[src/rtl/alu_pkg.sv]
// Shared ALUOp codes, MIPS opcode/funct constants and the decoded ID/EX entry layout.
// Decoded entries are carried as one packed struct through the skid buffer.
package alu_pkg;

  localparam int ENTRY_DATA_W = 32;
  localparam int ENTRY_REG_W  = 5;
  localparam int ALU_OP_W     = 3;

  localparam logic [ALU_OP_W-1:0] ALU_ADD = 3'b000;
  localparam logic [ALU_OP_W-1:0] ALU_SUB = 3'b001;
  localparam logic [ALU_OP_W-1:0] ALU_AND = 3'b010;
  localparam logic [ALU_OP_W-1:0] ALU_OR  = 3'b011;
  localparam logic [ALU_OP_W-1:0] ALU_SRL = 3'b100;
  localparam logic [ALU_OP_W-1:0] ALU_SRA = 3'b101;

  localparam logic [5:0] OPC_RTYPE = 6'h00;
  localparam logic [5:0] OPC_ADDIU = 6'h09;
  localparam logic [5:0] OPC_ANDI  = 6'h0C;
  localparam logic [5:0] OPC_ORI   = 6'h0D;
  localparam logic [5:0] OPC_LUI   = 6'h0F;
  localparam logic [5:0] OPC_LW    = 6'h23;
  localparam logic [5:0] OPC_SW    = 6'h2B;

  localparam logic [5:0] FN_SRL  = 6'h02;
  localparam logic [5:0] FN_SRA  = 6'h03;
  localparam logic [5:0] FN_SRLV = 6'h06;
  localparam logic [5:0] FN_SRAV = 6'h07;
  localparam logic [5:0] FN_ADDU = 6'h21;
  localparam logic [5:0] FN_SUBU = 6'h23;
  localparam logic [5:0] FN_AND  = 6'h24;
  localparam logic [5:0] FN_OR   = 6'h25;

  typedef struct packed {
    logic [ENTRY_DATA_W-1:0] alu_a;
    logic [ENTRY_DATA_W-1:0] alu_b;
    logic [ALU_OP_W-1:0]     alu_op;
    logic [ENTRY_REG_W-1:0]  wr_reg;
    logic                    wr_en;
    logic                    illegal;
  } entry_t;

  function automatic logic [ENTRY_DATA_W-1:0] sext16(input logic [15:0] imm);
    return {{(ENTRY_DATA_W-16){imm[15]}}, imm};
  endfunction

endpackage

[src/rtl/alu_decode.sv]
// Combinational MIPS decode of instr + register operands into one ALU entry.
// Unknown encodings yield a zeroed entry flagged illegal so it still flows downstream.
module alu_decode
  import alu_pkg::*;
(
  input  logic [31:0]             instr,
  input  logic [ENTRY_DATA_W-1:0] rs_data,
  input  logic [ENTRY_DATA_W-1:0] rt_data,
  output entry_t                  dec
);

  logic [5:0]  opcode;
  logic [4:0]  rt_idx;
  logic [4:0]  rd_idx;
  logic [4:0]  shamt;
  logic [5:0]  funct;
  logic [15:0] imm;
  logic        unused_rs_idx;

  assign opcode = instr[31:26];
  assign rt_idx = instr[20:16];
  assign rd_idx = instr[15:11];
  assign shamt  = instr[10:6];
  assign funct  = instr[5:0];
  assign imm    = instr[15:0];

  // The rs operand arrives pre-read in rs_data, so its index field is not needed here.
  assign unused_rs_idx = ^instr[25:21];

  always_comb begin
    dec = '0;
    if (opcode == OPC_RTYPE) begin
      dec.wr_reg = rd_idx;
      dec.wr_en  = (rd_idx != 5'd0);
      case (funct)
        FN_ADDU: begin dec.alu_a = rs_data; dec.alu_b = rt_data; dec.alu_op = ALU_ADD; end
        FN_SUBU: begin dec.alu_a = rs_data; dec.alu_b = rt_data; dec.alu_op = ALU_SUB; end
        FN_AND:  begin dec.alu_a = rs_data; dec.alu_b = rt_data; dec.alu_op = ALU_AND; end
        FN_OR:   begin dec.alu_a = rs_data; dec.alu_b = rt_data; dec.alu_op = ALU_OR;  end
        FN_SRL:  begin dec.alu_a = rt_data; dec.alu_b = {27'b0, shamt}; dec.alu_op = ALU_SRL; end
        FN_SRA:  begin dec.alu_a = rt_data; dec.alu_b = {27'b0, shamt}; dec.alu_op = ALU_SRA; end
        // Variable shifts take only rs[4:0] so the ALU never sees an amount >= 32.
        FN_SRLV: begin dec.alu_a = rt_data; dec.alu_b = {27'b0, rs_data[4:0]}; dec.alu_op = ALU_SRL; end
        FN_SRAV: begin dec.alu_a = rt_data; dec.alu_b = {27'b0, rs_data[4:0]}; dec.alu_op = ALU_SRA; end
        default: begin dec = '0; dec.illegal = 1'b1; end
      endcase
    end else begin
      dec.alu_a  = rs_data;
      dec.wr_reg = rt_idx;
      dec.wr_en  = (rt_idx != 5'd0);
      case (opcode)
        OPC_ADDIU: begin dec.alu_b = sext16(imm); dec.alu_op = ALU_ADD; end
        OPC_ANDI:  begin dec.alu_b = {16'b0, imm}; dec.alu_op = ALU_AND; end
        OPC_ORI:   begin dec.alu_b = {16'b0, imm}; dec.alu_op = ALU_OR;  end
        OPC_LUI:   begin dec.alu_a = '0; dec.alu_b = {imm, 16'b0}; dec.alu_op = ALU_OR; end
        OPC_LW:    begin dec.alu_b = sext16(imm); dec.alu_op = ALU_ADD; end
        OPC_SW:    begin dec.alu_b = sext16(imm); dec.alu_op = ALU_ADD; dec.wr_en = 1'b0; end
        default:   begin dec = '0; dec.illegal = 1'b1; end
      endcase
    end
  end

endmodule

[src/rtl/alu_issue_stage.sv]
// ID/EX stage: decodes into ALU operands and registers them in a 2-entry skid buffer.
// One-cycle latency, 1/cycle throughput; in_ready is registered and drops only when the skid entry is full.
module alu_issue_stage
  import alu_pkg::*;
#(
  parameter int DATA_W = 32,
  parameter int REG_W  = 5
) (
  input  logic              clk,
  input  logic              reset_n,
  input  logic              flush,
  input  logic              in_valid,
  output logic              in_ready,
  input  logic [31:0]       instr,
  input  logic [DATA_W-1:0] rs_data,
  input  logic [DATA_W-1:0] rt_data,
  output logic              out_valid,
  input  logic              out_ready,
  output logic [DATA_W-1:0] alu_a,
  output logic [DATA_W-1:0] alu_b,
  output logic [2:0]        alu_op,
  output logic [REG_W-1:0]  wr_reg,
  output logic              wr_en,
  output logic              illegal
);

  generate
    if (DATA_W != ENTRY_DATA_W || REG_W != ENTRY_REG_W) begin : g_bad_width
      $error("alu_issue_stage supports only DATA_W=32, REG_W=5");
    end
  endgenerate

  typedef enum logic [1:0] {EMPTY, ONE, FULL} state_t;

  state_t state;
  entry_t dec;
  entry_t m_ent;
  entry_t s_ent;
  logic   accept;
  logic   consume;

  alu_decode u_decode (
    .instr   (instr),
    .rs_data (rs_data),
    .rt_data (rt_data),
    .dec     (dec)
  );

  assign accept  = in_valid && in_ready;
  assign consume = out_valid && out_ready;

  always_ff @(posedge clk or negedge reset_n) begin
    if (!reset_n) begin
      state     <= EMPTY;
      m_ent     <= '0;
      s_ent     <= '0;
      out_valid <= 1'b0;
      in_ready  <= 1'b1;
    end else if (flush) begin
      // Anything accepted this cycle is dropped; a handshake on the output side already completed.
      state     <= EMPTY;
      out_valid <= 1'b0;
      in_ready  <= 1'b1;
    end else begin
      case (state)
        EMPTY: if (accept) begin
          m_ent     <= dec;
          state     <= ONE;
          out_valid <= 1'b1;
        end
        ONE: begin
          if (accept && consume) begin
            m_ent <= dec;
          end else if (accept) begin
            s_ent    <= dec;
            state    <= FULL;
            in_ready <= 1'b0;
          end else if (consume) begin
            state     <= EMPTY;
            out_valid <= 1'b0;
          end
        end
        FULL: if (consume) begin
          m_ent    <= s_ent;
          state    <= ONE;
          in_ready <= 1'b1;
        end
        default: begin
          state     <= EMPTY;
          out_valid <= 1'b0;
          in_ready  <= 1'b1;
        end
      endcase
    end
  end

  assign alu_a   = m_ent.alu_a;
  assign alu_b   = m_ent.alu_b;
  assign alu_op  = m_ent.alu_op;
  assign wr_reg  = m_ent.wr_reg;
  assign wr_en   = m_ent.wr_en;
  assign illegal = m_ent.illegal;

endmodule
[config.mk]
export PLATFORM = sky130hd
export DESIGN_NAME = alu_issue_stage
export DESIGN_NICKNAME = d
export VERILOG_FILES = /design/src/rtl/alu_pkg.sv /design/src/rtl/alu_decode.sv /design/src/rtl/alu_issue_stage.sv
export SDC_FILE = /design/constraint.sdc
export NUM_CORES = 1
export LEC_CHECK = 0
export CORE_ASPECT_RATIO = 0.8
export CORE_MARGIN = 2
export CORE_UTILIZATION = 50
export DETAILED_ROUTE_END_ITERATION = 10
export PLACE_DENSITY = 0.8
export SLEW_MARGIN = 25
export SYNTH_ARGS = -nofsm -noshare
export SYNTH_HDL_FRONTEND = slang
export SYNTH_HIERARCHICAL = 1
export SYNTH_SLANG_ARGS = --single-unit
[constraint.sdc]
create_clock -name clk -period 4.9 [get_ports clk]
set_clock_uncertainty 0.15 [all_clocks]
set_input_delay 0.49 -clock clk [delete_from_list [all_inputs] [get_ports clk]]
set_output_delay 0.49 -clock clk [all_outputs]
set_load 0.01 [all_outputs]
==> results.cfg <==
[outcome]
status = complete, no violations

[cts]
cts-root-buf = clkbuf_16
postCtsResizedCells = 0
postCtsSetupBuffers = 0
clock_latency_ns = 0.41
cts_tree = yes
clk_pin_slew_ns = 0.06
clock_sinks = 152
htreeDepth = 4
clock_tree.buffer_depth = 2
cts_buffers = 17

[timing]
grt_setup_unrepaired = false
fin_crit_sh = 0.642
setup_tns_ns = 0
fmax_mhz = 318
relSlewSlack = 0.311
period_minus_slack_ns = 3.15
fin_ws_ns = 1.75
setup_viol = 0
worstMarginPinSlew_ns = 1.03
maxSlewViolCount = 0
hold_viol_final = 0

[floorplanning]
io_pins = 177
initial_core_util = 0.513
die_h_um = 115
coreArea_mm2 = 0.0151
rows = 40
die_x_um = 143
dieArea_mm2 = 0.0165

[worst_setup_path]
cp.required_ns = 5.04
worstPathArrival_ns = 3.29
slowest_stage = clkdlybuf4s50_1
rrSetupSlack_ns = 2.09
crit_chain = clkdlybuf4s50_1 -> nand2_1 -> o2111ai_1 -> nor2_2 -> buf_4 -> a221o_1 -> mux2_2 -> mux2_1
slowest_delay_ns = 0.85
cp-end-kind = flop
path_max_fanout = 15
worst-path-buf-inv = 2
worst-setup-path-type = input pin to flop
critPathTopFamily = buffers and inverters
start_kind = input pin

[drt]
postRouteAntennaNets = 0
dr.first_iter.drc_count = 344
wire_per_inst_um = 21.5
drt_pass1_iterations = 4
drc_errors = 0
vias = 5489
via_per_inst = 5.81
wirelength_mm = 20.3

[global_route]
grt_usage = 0.255
grt_max_degree = 75
grt_antenna_before_repair = 0
gr-total-overflow = 0
grt_pass1_vias = 5824
grt_pass1_wl_mm = 31.8

[synth]
synthCells = 561
synth_flop_cell = dfrtp_1
synthTopCellsByArea = dfrtp_1 (49%), mux2_2 (30%), a22o_1 (6.1%)
synth_seq_cells = 152
synth_top_area_frac = 0.487
synth_nets = 662
yosysSeqAreaShare = 0.490
synth_top_area_cell = dfrtp_1
syn_area_per_cell_um2 = 13.8
synth-edff-count = 0
async_reset_ff_frac = 1.00
syn-cell-area_mm2 = 0.00776
synth.distinct_cells = 51
ys_warn_count = 6

[final_layout]
regMostFlops = s_ent
final_common_cell = mux2_2
multi_input_area_mm2 = 0.00370
final_nets = 823
n_antenna_cell = 0
fill_cells = 1114
utilization = 0.674
layout_common_cells = mux2_2 (207), clkdlybuf4s50_1 (170), dfrtp_1 (151), a22o_1 (54), clkbuf_16 (17)
final_cells = 944
drive_gt1_frac = 0.361
largest_reg_flops = 74
synthToLayoutAreaGrowth_pct = 31.3
seq_area_mm2 = 0.00380

[power]
p_leak_uw = 0.00471
fin_total_pwr_uw = 3360
power_density_mw_per_mm2 = 330
ir_worst_vdd_v = 0.000280

[placement]
place_inst = 912
globalplace.congestion = 0.837
dp_hpwl_mm = 14.2
dp_slack_ns = 1.33
io_buffers = 171

[min_path]
hp-class = flop to flop

[flow_run]
cap_viol_max_count = 0
synth_stat cells (2+ instances only):
cell type / instances
nand3_1: 2
buf_6: 7
buf_2: 23
nor3_1: 2
mux2_2: 207
a221o_2: 5
a22o_1: 54
mux2i_1: 5
mux2_1: 15
inv_1: 4
a21oi_1: 6
nor2_1: 8
nand2_1: 8
nor2_2: 2
o21ai_0: 4
buf_4: 6
a221o_1: 10
o21bai_1: 2
nand3b_1: 3
o2bb2ai_1: 5
a211o_1: 2
and3_1: 2
dfrtp_1: 151
layout make-up:
type                       instances  area share
inverter                           4     0.00147
multi-input combinational        366       0.364
tap                              210      0.0258
clock inverter                     6     0.00847
sequential                       152       0.373
timing repair buffer             181       0.176
clock buffer                      25      0.0516
what timing repair did:
item	CTS	global route
endpoints found under the hold margin	61	0
setup endpoints to repair	0	0
hold buffers	1	0
path summary, 6_finish.rpt:
| path | startpoint | to | cells after the start |
|---|---|---|---|
| max in group asynchronous | reset_n | s_ent[62] | 3 |
| worst min-delay path | alu_b[10] | alu_b[10] | 1 |
| worst min register to register | alu_b[10] | alu_b[10] | 1 |
| min in group asynchronous | reset_n | s_ent[71] | 2 |
| worst max-delay path | instr[2] | alu_b[28] | 8 |
| worst max register to register | state[1] | alu_a[18] | 4 |
metal layers:
layer,GRT usage,share of wire
met5,0,0
met4,0.0882,0.019
met3,0.0562,0.060
met2,0.422,0.48
met1,0.337,0.44
where the power goes:
group / internal, µW / total, µW / switching [µW]
clock network: 842 / 1330 / 491
logic: 331 / 587 / 256
registers: 1370 / 1440 / 67.1
cells by family (layout without fill, tap and decap cells):
group / count (synthesis) / count (layout) / share of synthesized area
AOI/OAI and AO/OA: 100 / 100 / 0.115
buffers and inverters: 43 / 216 / 0.0363
xor gates and xnor gates: 1 / 1 / 0.00113
DFF: 152 / 152 / 0.490
and+or+nand+nor: 38 / 38 / 0.0287
muxes: 227 / 227 / 0.329
stage by stage:
| step | cell area (µm²) | hold slack, ns |
|---|---|---|
| after floorplan | 7760 | 0.0444 |
| after global placement | 9560 | 0.318 |
| after detailed placement | 9560 | 0.329 |
| after CTS | 10200 | 0.341 |
| after global routing | 10200 | 0.356 |
| final | 10200 | 0.340 |
Power figures use the tool's default switching activity.
